`config.mk`:
```
export PLATFORM = sky130hd
export DESIGN_NAME = if_prefetch_queue_flat
export DESIGN_NICKNAME = d
export VERILOG_FILES = /design/src/rtl/if_prefetch_queue_pkg.sv /design/src/rtl/if_prefetch_queue_if.sv /design/src/rtl/if_prefetch_queue_pf_fifo.sv /design/src/rtl/if_prefetch_queue.sv /design/src/flat_wrapper.sv
export SDC_FILE = /design/constraint.sdc
export NUM_CORES = 1
export LEC_CHECK = 0
export ABC_AREA = 1
export CORE_MARGIN = 2
export CORE_UTILIZATION = 57
export DETAILED_ROUTE_END_ITERATION = 8
export GPL_TIMING_DRIVEN = 0
export PLACE_DENSITY_LB_ADDON = 0.1
export SLEW_MARGIN = 30
export SYNTH_ARGS = -nofsm -noshare
export SYNTH_HDL_FRONTEND = slang
export SYNTH_HIERARCHICAL = 1
export SYNTH_SLANG_ARGS = --single-unit
```
`constraint.sdc`:
```
create_clock -name i_clk -period 4 [get_ports i_clk]
set_input_delay 1.2 -clock i_clk [delete_from_list [all_inputs] [get_ports i_clk]]
set_output_delay 1.2 -clock i_clk [all_outputs]
set_load 0.02 [all_outputs]
```
`src/rtl/if_prefetch_queue_pkg.sv`:
```
// if_prefetch_queue_pkg: shared state encoding and reset fetch address
package if_prefetch_queue_pkg;
  typedef enum logic [1:0] {IDLE, WAIT, DROP} state_t;
  localparam logic [31:0] RESET_PC_DEFAULT = 32'h0000_3000;
endpackage

```
`src/rtl/if_prefetch_queue_if.sv`:
```
// if_prefetch_queue_if: redirect, IF/ID and instruction memory signals of the prefetch queue
interface if_prefetch_queue_if;
  logic        redirect;
  logic [31:0] redirect_pc;
  logic        inst_ready;
  logic        inst_valid;
  logic [31:0] inst;
  logic [31:0] inst_pc;
  logic [31:0] inst_pcplus4;
  logic        imem_req;
  logic [31:0] imem_addr;
  logic        imem_ack;
  logic [31:0] imem_rdata;
  modport slave (
    input  redirect, redirect_pc, inst_ready, imem_ack, imem_rdata,
    output inst_valid, inst, inst_pc, inst_pcplus4, imem_req, imem_addr
  );
  modport master (
    output redirect, redirect_pc, inst_ready, imem_ack, imem_rdata,
    input  inst_valid, inst, inst_pc, inst_pcplus4, imem_req, imem_addr
  );
endinterface

```
`src/rtl/if_prefetch_queue_pf_fifo.sv`:
```
// pf_fifo: synchronous FIFO of {pc, inst} entries with clear and simultaneous push/pop at any fill level
module pf_fifo #(
  parameter int DEPTH = 4,
  localparam int AW = $clog2(DEPTH)
) (
  input  logic          i_clk,
  input  logic          i_rst_n,
  input  logic          i_push,
  input  logic          i_pop,
  input  logic          i_clear,
  input  logic [63:0]   i_din,
  output logic [AW:0]   o_count,
  output logic [63:0]   o_head
);
  logic [63:0]   r_mem [DEPTH];
  logic [AW-1:0] r_wptr;
  logic [AW-1:0] r_rptr;
  logic [AW:0]   r_count;
  // storage is reset too so the head reads as zero straight out of reset
  always_ff @(posedge i_clk or negedge i_rst_n) begin
    if (!i_rst_n) begin
      for (int i = 0; i < DEPTH; i++) r_mem[i] <= '0;
      r_wptr  <= '0;
      r_rptr  <= '0;
      r_count <= '0;
    end else if (i_clear) begin
      r_wptr  <= '0;
      r_rptr  <= '0;
      r_count <= '0;
    end else begin
      if (i_push) r_mem[r_wptr] <= i_din;
      r_wptr  <= r_wptr + AW'(i_push);
      r_rptr  <= r_rptr + AW'(i_pop);
      r_count <= r_count + (AW+1)'(i_push) - (AW+1)'(i_pop);
    end
  end
  assign o_count = r_count;
  assign o_head  = r_mem[r_rptr];
endmodule

```
`src/rtl/if_prefetch_queue.sv`:
```
// if_prefetch_queue: owns the fetch PC, requests words from imem and buffers them for IF/ID
module if_prefetch_queue
  import if_prefetch_queue_pkg::*;
#(
  parameter int          DEPTH    = 4,
  parameter logic [31:0] RESET_PC = RESET_PC_DEFAULT
) (
  input logic               i_clk,
  input logic               i_rst_n,
  if_prefetch_queue_if.slave bus
);
  localparam int AW = $clog2(DEPTH);
  state_t      r_state;
  state_t      w_state_next;
  logic [31:0] r_fetch_pc;
  logic [31:0] r_req_addr;
  logic [31:0] w_fetch_next;
  logic [31:0] w_req_next;
  logic [31:0] w_target;
  logic [AW:0] w_count;
  logic [AW:0] w_count_next;
  logic [63:0] w_head;
  logic        w_push;
  logic        w_pop;
  logic        w_credit;
  assign w_target     = {bus.redirect_pc[31:2], 2'b00};
  assign w_pop        = bus.inst_valid & bus.inst_ready;
  assign w_push       = (r_state == WAIT) & bus.imem_ack & ~bus.redirect;
  assign w_count_next = w_count + (AW+1)'(w_push) - (AW+1)'(w_pop);
  assign w_credit     = w_count_next < (AW+1)'(DEPTH);
  always_comb begin
    w_state_next = r_state;
    w_fetch_next = r_fetch_pc;
    w_req_next   = r_req_addr;
    if (bus.redirect) begin
      if (r_state == IDLE || bus.imem_ack) begin
        w_state_next = WAIT;
        w_req_next   = w_target;
        w_fetch_next = w_target + 32'd4;
      end else begin
        w_state_next = DROP;
        w_fetch_next = w_target;
      end
    end else begin
      case (r_state)
        IDLE: if (w_credit) begin
          w_state_next = WAIT;
          w_req_next   = r_fetch_pc;
          w_fetch_next = r_fetch_pc + 32'd4;
        end
        WAIT: if (bus.imem_ack) begin
          w_state_next = w_credit ? WAIT : IDLE;
          w_req_next   = w_credit ? r_fetch_pc : r_req_addr;
          w_fetch_next = w_credit ? r_fetch_pc + 32'd4 : r_fetch_pc;
        end
        DROP: if (bus.imem_ack) begin
          w_state_next = WAIT;
          w_req_next   = r_fetch_pc;
          w_fetch_next = r_fetch_pc + 32'd4;
        end
        default: w_state_next = IDLE;
      endcase
    end
  end
  always_ff @(posedge i_clk or negedge i_rst_n) begin
    if (!i_rst_n) begin
      r_state    <= IDLE;
      r_fetch_pc <= RESET_PC;
      r_req_addr <= RESET_PC;
    end else begin
      r_state    <= w_state_next;
      r_fetch_pc <= w_fetch_next;
      r_req_addr <= w_req_next;
    end
  end
  pf_fifo #(.DEPTH(DEPTH)) u_fifo (
    .i_clk   (i_clk),
    .i_rst_n (i_rst_n),
    .i_push  (w_push),
    .i_pop   (w_pop),
    .i_clear (bus.redirect),
    .i_din   ({r_req_addr, bus.imem_rdata}),
    .o_count (w_count),
    .o_head  (w_head)
  );
  assign bus.imem_req     = r_state != IDLE;
  assign bus.imem_addr    = r_req_addr;
  assign bus.inst_valid   = w_count != '0;
  assign bus.inst         = w_head[31:0];
  assign bus.inst_pc      = w_head[63:32];
  assign bus.inst_pcplus4 = w_head[63:32] + 32'd4;
endmodule
```
`src/flat_wrapper.sv`:
```
// flat-port wrapper written by rule: the top's interface ports become plain ports
module if_prefetch_queue_flat import if_prefetch_queue_pkg::*;
#(
  parameter int          DEPTH    = 4,
  parameter logic [31:0] RESET_PC = RESET_PC_DEFAULT
)
  (i_clk, i_rst_n, bus_redirect, bus_redirect_pc, bus_inst_ready, bus_imem_ack, bus_imem_rdata, bus_inst_valid, bus_inst, bus_inst_pc, bus_inst_pcplus4, bus_imem_req, bus_imem_addr);
  if_prefetch_queue_if bus_i ();
  input logic i_clk;
  input logic i_rst_n;
  input wire logic [$bits(bus_i.redirect)-1:0] bus_redirect;
  input wire logic [$bits(bus_i.redirect_pc)-1:0] bus_redirect_pc;
  input wire logic [$bits(bus_i.inst_ready)-1:0] bus_inst_ready;
  input wire logic [$bits(bus_i.imem_ack)-1:0] bus_imem_ack;
  input wire logic [$bits(bus_i.imem_rdata)-1:0] bus_imem_rdata;
  output wire logic [$bits(bus_i.inst_valid)-1:0] bus_inst_valid;
  output wire logic [$bits(bus_i.inst)-1:0] bus_inst;
  output wire logic [$bits(bus_i.inst_pc)-1:0] bus_inst_pc;
  output wire logic [$bits(bus_i.inst_pcplus4)-1:0] bus_inst_pcplus4;
  output wire logic [$bits(bus_i.imem_req)-1:0] bus_imem_req;
  output wire logic [$bits(bus_i.imem_addr)-1:0] bus_imem_addr;
  assign bus_i.redirect = bus_redirect;
  assign bus_i.redirect_pc = bus_redirect_pc;
  assign bus_i.inst_ready = bus_inst_ready;
  assign bus_i.imem_ack = bus_imem_ack;
  assign bus_i.imem_rdata = bus_imem_rdata;
  assign bus_inst_valid = bus_i.inst_valid;
  assign bus_inst = bus_i.inst;
  assign bus_inst_pc = bus_i.inst_pc;
  assign bus_inst_pcplus4 = bus_i.inst_pcplus4;
  assign bus_imem_req = bus_i.imem_req;
  assign bus_imem_addr = bus_i.imem_addr;
  if_prefetch_queue #(.DEPTH(DEPTH), .RESET_PC(RESET_PC)) u_core (.i_clk(i_clk), .i_rst_n(i_rst_n), .bus(bus_i));
endmodule
```
# == Yosys cells after proc, flatten, opt, wreduce, memory -nomap -nowiden ==
# Index checks and enable logic that the tools add are counted.
# W data, S select, Z words.
# totals
reg_bits,329
out_inout_bits,130
wordCells,71
in_bits,69
# op_classes
reduce_logical,10
n_bitwise,6
mux,28
order_cmp,4
n_eq_ne,6
n_addsub,7
# ops
operator,n
$mux W32,10
$bwmux W256,1
$mux W64,3
$pmux W32 S3,2
$bmux W64 S2,1
$demux W64 S2,1
$add A32 B3 Y32 const B,3
$mux W2,7
$ge A3 B3 Y1 const B,2
$ne A3 B3 Y1 const B,2
$not A2 Y3,2
$pmux W2 S3,1
$reduce_and A3 Y1,2
$add A2 B1 Y2,2
$reduce_and A4 Y1,1
$reduce_bool A4 Y1,1
$add A3 B1 Y3,1
$and A1 B1 Y1,3
$lt A3 B1 Y1 const B,1
$lt A3 B3 Y1 const B,1
$mux W3,1
$ne A3 B2 Y1 const B,1
$reduce_bool A3 Y1,1
$sub A3 B1 Y3,1
other kinds (10),10

# == Logic depth before layout (Yosys ltp) ==
# Gate-level depths: netlist of run 1.
# logic_depth
word_depth,10
depth_mapped,18
depth_no_buf,16

# == Hierarchy ==
# Netlist of run 1, hierarchy kept.
# modules_own_cells
mod,n_inst,cells_each,area_each_um2,seq_area_each_um2
pf_fifo,1,1426,12605.8,6581.3
if_prefetch_queue,1,841,5352.6,1581.5

# == Worst setup path after synthesis of run 1 ==
# No wires, ideal clock.
# synth_path
kind,reg2out
start,register u_core.u_fifo.r_rptr[0]
end,output port bus_inst_pcplus4[30]
required_ns,2.800
path_buffers,3
arrival_ns,2.636
stages_incl_launch_ff,16
path_slack_ns,0.164
path_cell_list,dfrtp_1 buf_4 buf_6 buf_2 nand2_1 o211ai_1 nand2_1 ha_1 nand3_2 nor3_4 inv_2 nor2_2 nand2_1 nor2_1 nand2_1 xnor2_1
# synth_via
elab_chain_len,5
# synth_rtl
element,line,source
"start, declared",if_prefetch_queue_pf_fifo.sv:17,logic [AW-1:0] r_rptr;
"start signal, assigned",if_prefetch_queue_pf_fifo.sv:33,r_rptr <= r_rptr + AW'(i_pop);
$not A2 Y3 (not written as such),if_prefetch_queue_pf_fifo.sv:38,assign o_head = r_mem[r_rptr];
$bmux W64 S2,if_prefetch_queue_pf_fifo.sv:38,
$mux W64 (not written as such) (2 in a row),if_prefetch_queue_pf_fifo.sv:38,
via bus_inst_pc[2],flat_wrapper.sv:18,output wire logic [$bits(bus_i.inst_pc)-1:0] bus_inst_pc;
$add A32 B3 Y32,if_prefetch_queue.sv:91,assign bus.inst_pcplus4 = w_head[63:32] + 32'd4;
"end, declared",flat_wrapper.sv:19,output wire logic [$bits(bus_i.inst_pcplus4)-1:0] bus_inst_pcplus4;
# The timed path passes the listed nets, and every way through them passes these cells. The select of a mux whose other input is x is not followed.

# == Final worst setup path of run 1 ==
# layout_path
start,register u_core.u_fifo.r_rptr[1]
end,output port bus_inst_pcplus4[26]
# layout_via
elab_chain_len,5
# layout_rtl
element,line
$not A2 Y3 (not written as such),if_prefetch_queue_pf_fifo.sv:38
$bmux W64 S2,if_prefetch_queue_pf_fifo.sv:38
$mux W64 (not written as such) (2 in a row),if_prefetch_queue_pf_fifo.sv:38
$add A32 B3 Y32,if_prefetch_queue.sv:91
# Every way passes these cells. The select of a mux whose other input is x is not followed.

==> results of run 1 <==
==> how the worst max path moves through the flow <==
stage	startpoint	end	slack, ps	cells after the start
2_1_floorplan	u_core/u_fifo/r_rptr[0]$_DFF_PN0_	bus_inst_pcplus4[30]	160	15
4_1_cts	u_core/u_fifo/r_rptr[0]$_DFF_PN0_	bus_inst_pcplus4[20]	-340	17
3_5_place_dp	bus_redirect	u_core/r_fetch_pc[28]$_DFFE_PN0P_	-1150	17
6_report	u_core/u_fifo/r_rptr[1]$_DFF_PN0_	bus_inst_pcplus4[26]	-430	12
5_1_grt	u_core/u_fifo/r_rptr[1]$_DFF_PN0_	bus_inst_pcplus4[26]	-490	12
3_3_place_gp	i_rst_n	u_core/bus.imem_addr[28]$_DFFE_PN0P_	-12230	1
==> layer usage <==
layer / routed length [µm] / GRT usage, % / part of all wire (%) / vias to the layer above
li1: - / - / - / 7956
met1: 23400 / 44.3 / 41 / 8238
met2: 27800 / 56.8 / 48 / 805
met3: 3830 / 4.51 / 6.6 / 154
met4: 2730 / 16.8 / 4.7 / 2
met5: 13 / 0 / 0.023 / -
==> per-stage QoR <==
stage	area, µm²	hold slack [ps]
after floorplan	18000	450
after global placement	20400	459
after detailed placement	20500	463
after CTS	22300	476
after global routing	22900	489
final	22900	476
==> placed cells by master (no fill, tap or decap), drive strengths merged, types with 22 or more instances in the layout <==
cell           Yosys  final
dfrtp            322    322
a21oi             82     82
buf              105    207
o211ai            70     70
xor2              22     22
nand3             74     74
nor2             137    137
nand2            667    667
clkbuf            20     73
clkdlybuf4s50      0    163
o21ai            359    359
a31oi             29     29
inv              288    288
==> what timing repair did <==
| item | 4_1_cts | 5_1_grt |
|---|---|---|
| endpoints found under the setup margin | 110 | 79 |
| gates resized for setup | 245 | 94 |
| pin swaps | 41 | 44 |
| setup buffers | 39 | 35 |
==> logic make-up (layout without fill, tap and decap cells) <==
logic type,count (synthesis),after routing
compound gates,545,545
simple gates,932,932
buf+inv,413,742
flops,326,326
fa+ha+maj,10,10
xor+xnor,41,41
==> layout make-up <==
type                    count  area, µm²  area share [%]
well taps                 396        495            2.17
multi-input cells        1528       8290            36.3
inverters                 288       1090            4.75
clock buffers              53       1030            4.49
repair buffers            274       2690            11.8
plain buffers             122       1050            4.58
flip-flops and latches    326       8160            35.7
clock inverters             5       50.0           0.219
==> registers in the layout, indices dropped and copies added, names as in the netlist <==
register               count
u_core/u_fifo/r_wptr       2
u_core/u_fifo/r_rptr       2
u_core/u_fifo/o_count      3
u_core/r_state             2
u_core/bus.imem_addr      31
u_core/u_fifo/r_mem      256
u_core/r_fetch_pc         30
==> power breakdown <==
group	switching, mW	leakage, nW	internal (mW)	total [mW]
logic	6.09	5.82	4.21	10.3
registers	0.774	4.28	4.26	5.04
clock network	1.28	0.529	1.83	3.11
==> worst max-delay path, delay by kind of cell (launching register included) <==
family / cells / cell delay, ps
AND/OR/NAND/NOR: 5 / 930
buffers and inverters: 4 / 800
flip-flops: 1 / 410
XOR/XNOR: 1 / 270
adder cells (fa/ha/maj): 1 / 150
AO/OA/AOI/OAI: 1 / 140
==> results by group, run 1 <==
Yosys
  • Number of enable flip-flop cells after synthesis: 0
  • Syn Std Cell Area: 18000 µm²
  • Sequential area share after synthesis: 45.5%
  • Synth Flop Type: dfrtp_1
  • Synth Area in Adders: 0.739%
  • Mux cell area share after synthesis: 0%
  • Top-count cell post-synth: nand2_1
  • Syn Nets: 2346
  • Top post-synthesis cells by count: 656 x nand2_1, 322 x dfrtp_1, 284 x inv_1
  • Synth top area cells: dfrtp_1 45%, nand2_1 14%, inv_1 5.9%
  • #FFs+latches synth: 326
  • Post-Syn Instances: 2267
  • Area leader, netlist: dfrtp_1
  • YS warnings: 6
  • Mean Syn Cell Area: 7.92 µm²
  • Synth top area share: 44.9%
  • Synth Area in Compound Gates: 18.8%
  • Simple-gate share of the synthesized area: 21.5%
  • Ys async rst share: 100%
  • Largest family of logic cells by synthesized area: simple AND/OR/NAND/NOR gates
  • Distinct cells, synth: 42
  • Post-Synth XOR/XNOR Area: 2.00%

Status
  • Failing checks: negative setup slack
  • Outcome: finished with violations

STA
  • Post-route setup slack: -432 ps
  • Slew @ Worst Pin: 794 ps
  • Final hold violations: 0
  • Final setup fails: 23
  • Final Cycle Share: 111%
  • Max-slew violation count: 0
  • Final Skew: 12.8 ps
  • Max Clk Rate: 226 MHz
  • Fin Setup TNS: -5700 ps
  • Rel. slew slack: 47.1%
  • Unrepaired setup endpoints after global routing: yes
  • Fin crit period: 4430 ps

Min path
  • Hold EP: u_core/u_fifo/r_mem[210]$_DFFE_PN0P_
  • HP Start: u_core/u_fifo/r_mem[210]$_DFFE_PN0P_
  • Hold-critical path depth: 2
  • Worst hold path class: register to register

Floorplan
  • DIE AREA: 32900 µm²
  • Row count: 64
  • Die X: 182 µm
  • Core Area: 30800 µm²
  • Ports: 199
  • Initial core utilization: 58.3%
  • Die H: 182 µm

Placement
  • Dpl cells: 2863
  • GP Congestion: 0.929
  • IO buf count: 196
  • Post-detail-place hpwl: 40400 µm
  • Pre-CTS setup slack: -1150 ps

Drt
  • ANT nets after route: 0
  • Via-per-instance ratio: 5.73
  • Iteration-0 DRC Markers: 1663
  • WL final: 57800 µm
  • Wirelength per Cell: 19.3 µm
  • Via Count: 17200
  • DR pass1 iterations: 5
  • DRC: 0

GRT
  • Largest net degree at the start of global routing: 91
  • GRT Overall Usage: 34.1%
  • Remaining Overflow, GRT: 0
  • Global-route wire length before repair: 88900 µm
  • Initial antenna violation count: 1
  • Vias in the first global route: 16500

Setup path
  • RR Startpoint: u_core/u_fifo/o_count[1]$_DFF_PN0_
  • Worst reg2reg path endpoint: u_core/r_fetch_pc[26]$_DFFE_PN0P_
  • R2R cell count: 15
  • Slowest CP cell: dfrtp_1
  • Worst path cell trace: buf_4 > clkbuf_4 > o211ai_1 > nand2_2 > ha_4 > nand3_4 > nor3_4 > inv_2 > nor2_4 > nand4_1 > xnor2_2 > buf_4
  • Most frequent cell on the critical path: buf_4
  • Critical path class: register to primary output
  • CP Data Required Time: 2800 ps
  • R2r setup slk: 1150 ps
  • Critical path arrival: 3230 ps
  • CP endpoint kind: primary output
  • CP Launch Type: register
  • Crit-path max cell delay: 410 ps
  • Largest fanout on the critical path: 10

Finish
  • Fillers: 2322
  • Core Util, Final: 74.1%
  • Fin nets: 2656
  • Finished Layout Cells: 2992
  • Proportion of layout cells with a drive suffix above 1: 19.6%
  • # diodes: 0
  • Layout area overhead: 27.2%

Clocking
  • CTS Buffer Depth: 3
  • CTS tree: done
  • Root Buffer: clkbuf_16
  • Hold Buf Count CTS: 0
  • Clock transition at the registers of the reported paths: 60 ps
  • Clock latency on the worst-skew pair: 520 ps
  • TritonCTS Buffers: 37
  • CTS H-tree lvls: 2
  • CTS sink cnt: 326

Pwr
  • Leakage: 10.6 nW
  • Maximum vdd drop: 0.452 mV
  • Total Power: 18.4 mW
  • Pwr/cell area: 807 nW/µm²

Flow run
  • Max Cap Viol: 0
Note: power is estimated with default switching activity, not from simulation.
==> run 2, diff against run 1 <==
--- a/config.mk
+++ b/config.mk
@@ -6,8 +6,7 @@
 export NUM_CORES = 1
 export LEC_CHECK = 0
 export ABC_AREA = 1
-export CORE_MARGIN = 2
-export CORE_UTILIZATION = 57
+export CORE_UTILIZATION = 52
 export DETAILED_ROUTE_END_ITERATION = 8
 export GPL_TIMING_DRIVEN = 0
 export PLACE_DENSITY_LB_ADDON = 0.1
==> constraint.sdc (replaced) <==
create_clock -name i_clk -period 3.8 [get_ports i_clk]
set_input_delay 1.14 -clock i_clk [delete_from_list [all_inputs] [get_ports i_clk]]
set_output_delay 1.14 -clock i_clk [all_outputs]
set_load 0.02 [all_outputs]
==> run 2 against run 1 <==
Critical endpoint is now bus_inst_pcplus4[31]. Via count fell by 1.4%. Sequential cell count unchanged. Combinational power rose by 4%. Cell area rose by 1.4%. The flow still finishes with violations (negative setup slack). Die area grew 7.1%. Sequential share of layout area is 0.50 points lower. Critical path depth increased by 5. Clock skew is 6.7 ps higher.
==> results by group, run 2 (synthesis results as in run 1) <==
Setup path
  • CP endpoint kind: primary output
  • CP Data Required Time: 2660 ps (-140 ps)
  • Critical path class: register to primary output
  • Largest fanout on the critical path: 5 (-5)
  • Crit-path max cell delay: 440 ps (+30 ps)
  • Slowest CP cell: dfrtp_2
  • Critical path buffers and inverters: 6 (+2)
  • CP top delay family: simple AND/OR/NAND/NOR gates
  • CP Launch Type: register
  • Most frequent cell on the critical path: nand2_4
  • Critical path arrival: 3200 ps (-30 ps)
  • Worst path cell trace: buf_8 > buf_12 > buf_12 > nand2_4 > o211ai_1 > nand2_1 > buf_4 > buf_6 > nand3_4 > nor2_4 > nand2_4 > nor2_4 > nand2_4 > nor3_4 > nand2_2 > xnor2_2 > buf_4

Pwr
  • Total Power: 19.7 mW (+6.8%)
  • Pwr/cell area: 850 nW/µm² (+5.3%)
  • Maximum vdd drop: 0.489 mV (+8.2%)
  • Leakage: 11.2 nW (+4.9%)

GRT
  • Remaining Overflow, GRT: 0 (unchanged)
  • Initial antenna violation count: 0 (-1)
  • Vias in the first global route: 16500 (-0.16%)
  • Largest net degree at the start of global routing: 89 (-2.2%)
  • GRT Overall Usage: 32.8% (-1.3 points)
  • Global-route wire length before repair: 90500 µm (+1.8%)

Flow run
  • Max Cap Viol: 0 (unchanged)

Placement
  • IO buf count: 196 (unchanged)
  • Dpl cell area: 20600 µm² (+0.32%)
  • Post-detail-place hpwl: 40900 µm (+1.3%)
  • GP Congestion: 0.921 (-0.96%)

Floorplan
  • Initial core utilization: 53.2% (-5.1 points)
  • Ports: 199 (unchanged)
  • Die H: 188 µm (+3.5%)
  • Row count: 67 (+4.7%)
  • Core Area: 33800 µm² (+9.6%)
  • Die X: 188 µm (+3.5%)
  • DIE AREA: 35300 µm² (+7.1%)

Drt
  • WL final: 58600 µm (+1.5%)
  • ANT nets after route: 0 (unchanged)
  • Via-per-instance ratio: 5.53 (-3.5%)
  • Wirelength per Cell: 19.2 µm (-0.68%)
  • Iteration-0 DRC Markers: 1744 (+4.9%)
  • DR pass1 iterations: 6 (+1)
  • DRC: 0 (unchanged)
  • Via Count: 16900 (-1.4%)

Finish
  • Fillers: 2740 (+18%)
  • Core Util, Final: 68.6% (-5.5 points)
  • # diodes: 0 (unchanged)
  • Finished Cell Area: 23200 µm² (+1.4%)
  • Proportion of layout cells with a drive suffix above 1: 20.0% (+0.40 points)
  • Top reg by flops: u_core/u_fifo/r_mem
  • Layout area overhead: 29.0%
  • Fin nets: 2663 (+0.26%)
  • Commonest cells after routing, fill and taps aside: 609 x nand2_1, 321 x dfrtp_1, 277 x inv_1, 159 x o21ai_1, 126 x clkdlybuf4s50_1
  • Max reg flops: 256 (unchanged)
  • Commonest non-fill, non-tap cell in the layout: nand2_1

STA
  • Rel. slew slack: 51.8% (+4.7 points)
  • Max-slew violation count: 0 (unchanged)
  • Final Skew: 19.5 ps (+6.72 ps)
  • Final setup fails: 27 (+17%)
  • Final Cycle Share: 114%
  • Max Clk Rate: 230 MHz
  • Fin Setup TNS: -9170 ps (-3470 ps)
  • Unrepaired setup endpoints after global routing: yes
  • Fin crit period: 4340 ps
  • Post-route setup slack: -541 ps (-108 ps)
  • Slew @ Worst Pin: 723 ps (-70.9 ps)
  • Final hold violations: 0 (unchanged)

Clocking
  • Clock latency on the worst-skew pair: 530 ps (about the same)
  • CTS H-tree lvls: 2 (unchanged)
  • Root Buffer: clkbuf_16
  • TritonCTS Buffers: 37 (unchanged)
  • CTS Buffer Depth: 3 (unchanged)
  • CTS tree: done
  • CTS sink cnt: 326 (unchanged)
  • Clock transition at the registers of the reported paths: 60 ps (about the same)

Status
  • Outcome: finished with violations
  • Failing checks: negative setup slack

Min path
  • Worst hold path class: register to register
==> run 2: changes by cell type in the layout (fill, tap and decap cells not counted), moves of 4 or more <==
cell             before  now
clkdlybuf4s50_1     163  126
dlymetal6s2s_1        5   38
buf_4                91   99
nand2_2              49   44
bufinv_16             1    5
==> run 2: through the flow <==
stage	hold WS [ps]	instances	setup WS, ps
finish	476	3057	-541
floorplan	450	2267	23.8
global route	488	3057	-618
detailed placement	463	2915	-1380
CTS	477	3020	-528
global placement	458	2911	-12740
==> run 2: timing repair <==
item,4_1_cts,5_1_grt
hold endpoints to repair,0,0
setup buffers,42,39
cloned,0,1
endpoints found under the setup margin,386,96
hold buffers,0,0
resized for setup,249,134
pin swaps,33,55
==> run 2: worst paths after layout <==
| kind | start | slack, ps | end | depth (start not counted) |
|---|---|---|---|---|
| max in group asynchronous | i_rst_n | 1750 | u_core/r_fetch_pc[13]$_DFFE_PN1P_ | 4 |
| max reg2reg | u_core/u_fifo/o_count[1]$_DFF_PN0_ | 760 | u_core/r_fetch_pc[28]$_DFFE_PN0P_ | 14 |
| max | u_core/u_fifo/r_rptr[0]$_DFF_PN0_ | -540 | bus_inst_pcplus4[31] | 17 |
| min in group asynchronous | i_rst_n | 540 | u_core/u_fifo/r_mem[27]$_DFFE_PN0P_ | 1 |
| min | u_core/u_fifo/r_mem[213]$_DFFE_PN0P_ | 480 | u_core/u_fifo/r_mem[213]$_DFFE_PN0P_ | 2 |
| min reg2reg | u_core/u_fifo/r_mem[213]$_DFFE_PN0P_ | 480 | u_core/u_fifo/r_mem[213]$_DFFE_PN0P_ | 2 |
==> run 2: layout make-up <==
type / instances / area, µm² / area share (%)
buffer: 123 / 1090 / 4.69
clock buffer: 52 / 1040 / 4.50
clock inverter: 12 / 198 / 0.853
inverter: 288 / 1080 / 4.68
multi-input combinational: 1528 / 8240 / 35.6
sequential: 326 / 8160 / 35.2
tap: 448 / 561 / 2.42
timing repair buffer: 280 / 2800 / 12.1
==> run 2: worst reg2reg max path: cells and delay by family (launching register included) <==
family	cells	cell delay [ps]
AO/OA/AOI/OAI	1	510
adder cells (fa/ha/maj)	2	510
buffers and inverters	2	240
flip-flops	1	510
AND/OR/NAND/NOR	9	1170
==> run 2: power breakdown <==
group,switching [mW],internal (mW)
combinational,6.35,4.36
sequential,0.817,4.49
clock,1.44,2.26
total,8.60,11.1
==> run 2: routing by layer <==
| layer | global-route usage (%) | vias to the layer above | share of wire [%] |
|---|---|---|---|
| li1 | - | 7966 | - |
| met1 | 41.7 | 8101 | 41 |
| met2 | 55.7 | 693 | 48 |
| met3 | 3.48 | 153 | 5.8 |
| met4 | 16.8 | 0 | 5.1 |
| met5 | 0 | - | 0 |
==> run 3, diff against run 2 <==
--- a/config.mk
+++ b/config.mk
@@ -5,11 +5,11 @@
 export SDC_FILE = /design/constraint.sdc
 export NUM_CORES = 1
 export LEC_CHECK = 0
-export ABC_AREA = 1
-export CORE_UTILIZATION = 52
+export CORE_UTILIZATION = 51
 export DETAILED_ROUTE_END_ITERATION = 8
 export GPL_TIMING_DRIVEN = 0
 export PLACE_DENSITY_LB_ADDON = 0.1
+export SKIP_CTS_REPAIR_TIMING = 1
 export SLEW_MARGIN = 30
 export SYNTH_ARGS = -nofsm -noshare
 export SYNTH_HDL_FRONTEND = slang
==> constraint.sdc (replaced) <==
create_clock -name i_clk -period 3.8 [get_ports i_clk]
set_input_delay 0.57 -clock i_clk [delete_from_list [all_inputs] [get_ports i_clk]]
set_output_delay 0.57 -clock i_clk [all_outputs]
set_load 0.02 [all_outputs]
==> run 3 against run 2 <==
The flow now finishes without violations. Sequential power fell by 4%. Worst hold slack lost 59 ps. Critical path depth is 10 lower. Worst setup slack better by 660 ps. Global-route usage is 9.7 points lower. Maximum frequency rose by 18%. Die area decreased by 6.2%. Via count down 40%. Synthesized cell count fell by 50%. Clock power down 4%. Sequential share of layout area increased by 4.8 points.
==> results by group, run 3 <==
Status
  • Outcome: completed

Drt
  • Wirelength per Cell: 20.5 µm (+6.7%)
  • Via-per-instance ratio: 5.57 (+0.70%)
  • WL final: 37200 µm (-37%)
  • DR pass1 iterations: 4 (-2)
  • ANT nets after route: 0 (unchanged)
  • DRC: 0 (unchanged)
  • Iteration-0 DRC Markers: 492 (-72%)
  • Via Count: 10100 (-40%)

Placement
  • Dpl cell area: 19100 µm² (-7.4%)
  • GP Congestion: 0.852 (-7.5%)
  • Post-detail-place hpwl: 25600 µm (-37%)
  • IO buf count: 195 (-0.51%)

Setup path
  • Critical path arrival: 3110 ps (-90 ps)
  • R2R cell count: 14 (unchanged)
  • Critical path buffers and inverters: 3 (-3)
  • RR Startpoint: u_core/r_state[0]$_DFFE_PN0P_
  • Crit-path max cell delay: 620 ps (+180 ps)
  • CP endpoint kind: primary output
  • CP top delay family: buffers and inverters
  • Worst reg2reg path endpoint: u_core/r_fetch_pc[22]$_DFFE_PN0P_
  • CP Data Required Time: 3230 ps (+570 ps)
  • Slowest CP cell: clkdlybuf4s50_1
  • CP Launch Type: register
  • Critical path class: register to primary output
  • Largest fanout on the critical path: 10 (+5)
  • Worst path cell trace: buf_8 > buf_8 > mux4_2 > and4_2 > and2_1 > xor2_1 > clkdlybuf4s50_1
  • Most frequent cell on the critical path: buf_8
  • R2r setup slk: 290 ps (-470 ps)

Floorplan
  • Initial core utilization: 52.0% (-1.1 points)
  • Die X: 182 µm (-3.2%)
  • Core Area: 31700 µm² (-6.1%)
  • Ports: 199 (unchanged)
  • DIE AREA: 33100 µm² (-6.2%)
  • Row count: 65 (-3.0%)
  • Die H: 182 µm (-3.2%)

Finish
  • Core Util, Final: 64.3% (-4.3 points)
  • Finished Cell Area: 20400 µm² (-12%)
  • Commonest non-fill, non-tap cell in the layout: dfrtp_1
  • Layout area overhead: 23.6%
  • Commonest cells after routing, fill and taps aside: 322 x dfrtp_1, 173 x clkdlybuf4s50_1, 137 x mux2_2, 120 x mux2_4, 65 x xnor2_1
  • Top reg by flops: u_core/u_fifo/r_mem
  • # diodes: 0 (unchanged)
  • Proportion of layout cells with a drive suffix above 1: 32.7% (+13 points)
  • Max reg flops: 256 (unchanged)
  • Fin nets: 1466 (-45%)

Pwr
  • Leakage: 9.13 nW (-18%)
  • Sequential group share of total power: 32.7% (+5.8 points)
  • Clk pwr share: 22.8% (+4.1 points)
  • Sw frac: 35.1% (-8.6 points)
  • Net switching power: 5.46 mW (-37%)
  • Comb pwr share: 44.5% (-9.9 points)
  • Int Pwr: 10.1 mW (-8.9%)
  • Pwr/cell area: 763 nW/µm² (-10%)
  • Maximum vdd drop: 0.454 mV (-7.1%)

Yosys
  • Distinct cells, synth: 53 (+26%)
  • #FFs+latches synth: 326 (unchanged)
  • Post-Syn Instances: 1144 (-50%)
  • Synth Flop Type: dfrtp_1
  • Number of enable flip-flop cells after synthesis: 0 (unchanged)
  • Synth top area share: 48.8% (+4.0 points)
  • Top post-synthesis cells by count: 322 x dfrtp_1, 137 x mux2_2, 120 x mux2_4
  • Ys async rst share: 100% (unchanged)
  • Synth top area cells: dfrtp_1 49%, mux2_4 11%, mux2_2 9.3%
  • Top-count cell post-synth: dfrtp_1
  • Area leader, netlist: dfrtp_1
  • YS warnings: 6 (unchanged)
  • Mean Syn Cell Area: 14.4 µm² (+82%)
  • Syn Nets: 1223 (-48%)
  • Sequential area share after synthesis: 49.5% (+4.0 points)
  • Syn Std Cell Area: 16500 µm² (-8.1%)

GRT
  • Initial antenna violation count: 0 (unchanged)
  • Vias in the first global route: 10500 (-36%)
  • Remaining Overflow, GRT: 0 (unchanged)
  • Global-route wire length before repair: 59500 µm (-34%)
  • GRT Overall Usage: 23.1% (-9.7 points)
  • Largest net degree at the start of global routing: 87 (-2.2%)

STA
  • Final Skew: 18.0 ps (-1.57 ps)
  • Final Cycle Share: 96.8% (-17 points)
  • Max Clk Rate: 272 MHz (+18%)
  • Rel. slew slack: 40.2% (-12 points)
  • Final setup fails: 0 (-100%)
  • Unrepaired setup endpoints after global routing: no
  • Max-slew violation count: 0 (unchanged)
  • Fin Setup TNS: 0 ps (+9170 ps)
  • Final hold violations: 0 (unchanged)
  • WHS: 417 ps (-58.7 ps)
  • Fin crit period: 3680 ps (-662 ps)
  • Slew @ Worst Pin: 897 ps (+173 ps)

Min path
  • Worst hold path class: primary input to async pin

Clocking
  • CTS Buffer Depth: 3 (unchanged)
  • Clock latency on the worst-skew pair: 510 ps (-20 ps)
  • Root Buffer: clkbuf_16
  • CTS H-tree lvls: 2 (unchanged)
  • CTS sink cnt: 326 (unchanged)
  • CTS tree: done
  • Clock transition at the registers of the reported paths: 60 ps (about the same)
  • TritonCTS Buffers: 36 (-2.7%)

Flow run
  • Max Cap Viol: 0 (unchanged)
[run 3: final cells by class]
class                      instances  area, µm²
fill                            2366      11300
tap                              402        503
multi-input combinational        738       7720
buffer                            64        636
clock buffer                      51       1020
inverter                          16       60.1
timing repair buffer             205       2120
clock inverter                    14        183
sequential                       326       8160
[run 3: logic make-up (layout without fill, tap and decap cells)]
family | Yosys count | in the layout | synth area share [%]
compound gates | 52 | 52 | 1.84
xor+xnor | 89 | 89 | 4.81
fa+ha+maj | 10 | 10 | 0.804
buf+inv | 80 | 350 | 3.99
flops | 326 | 326 | 49.5
mux | 371 | 371 | 32.0
simple gates | 216 | 216 | 7.05
[run 3: how the worst max path moves through the flow]
stage | startpoint | to | cells after the start
floorplan | u_core/u_fifo/r_rptr[1]$_DFF_PN0_ | bus_inst_pcplus4[31] | 9
global placement | i_rst_n | u_core/r_fetch_pc[26]$_DFFE_PN0P_ | 1
detailed placement | u_core/u_fifo/r_rptr[1]$_DFF_PN0_ | bus_inst_pcplus4[31] | 10
CTS | u_core/u_fifo/r_rptr[1]$_DFF_PN0_ | bus_inst_pcplus4[31] | 10
global route | u_core/u_fifo/r_rptr[0]$_DFF_PN0_ | bus_inst_pcplus4[8] | 7
finish | u_core/u_fifo/r_rptr[0]$_DFF_PN0_ | bus_inst_pcplus4[8] | 7
[run 3: power groups by stage]
| stage | combinational (mW) | sequential (mW) | clock (mW) |
|---|---|---|---|
| global route | 7.36 | 5.21 | 3.79 |
| global placement | 6.89 | 5.11 | 0 |
| finish | 6.93 | 5.10 | 3.54 |
| CTS | 6.99 | 5.08 | 3.65 |
| detailed placement | 6.98 | 5.11 | 0 |
| floorplan | 4.10 | 5.05 | 0 |
[run 3: routing by layer]
| metal | global-route usage [%] | up-vias | wire, µm |
|---|---|---|---|
| met5 | 0 | - | 0 |
| met4 | 6.55 | 0 | 860 |
| met3 | 3.47 | 58 | 1420 |
| met2 | 38.5 | 199 | 18000 |
| met1 | 31.5 | 5222 | 16900 |
| li1 | - | 4638 | - |
[run 3: per-stage QoR]
| stage | setup slack (ps) | instances | power, mW |
|---|---|---|---|
| 6_report | 122 | 1816 | 15.6 |
| 3_3_place_gp | -12140 | 1741 | 12.0 |
| 4_1_cts | -1340 | 1810 | 15.7 |
| 2_1_floorplan | 559 | 1144 | 9.15 |
| 5_1_grt | 2.19 | 1816 | 16.4 |
| 3_5_place_dp | -772 | 1745 | 12.1 |
[run 3: worst register-to-register path, delay by kind of cell, from the launching register on]
family                     cells  cell delay [ps]
and+or+nand+nor                6             1790
DFF                            1              480
xor gates and xnor gates       1              210
muxes                          1               90
adders and majority gates      2              380
buffers and inverters          4              410
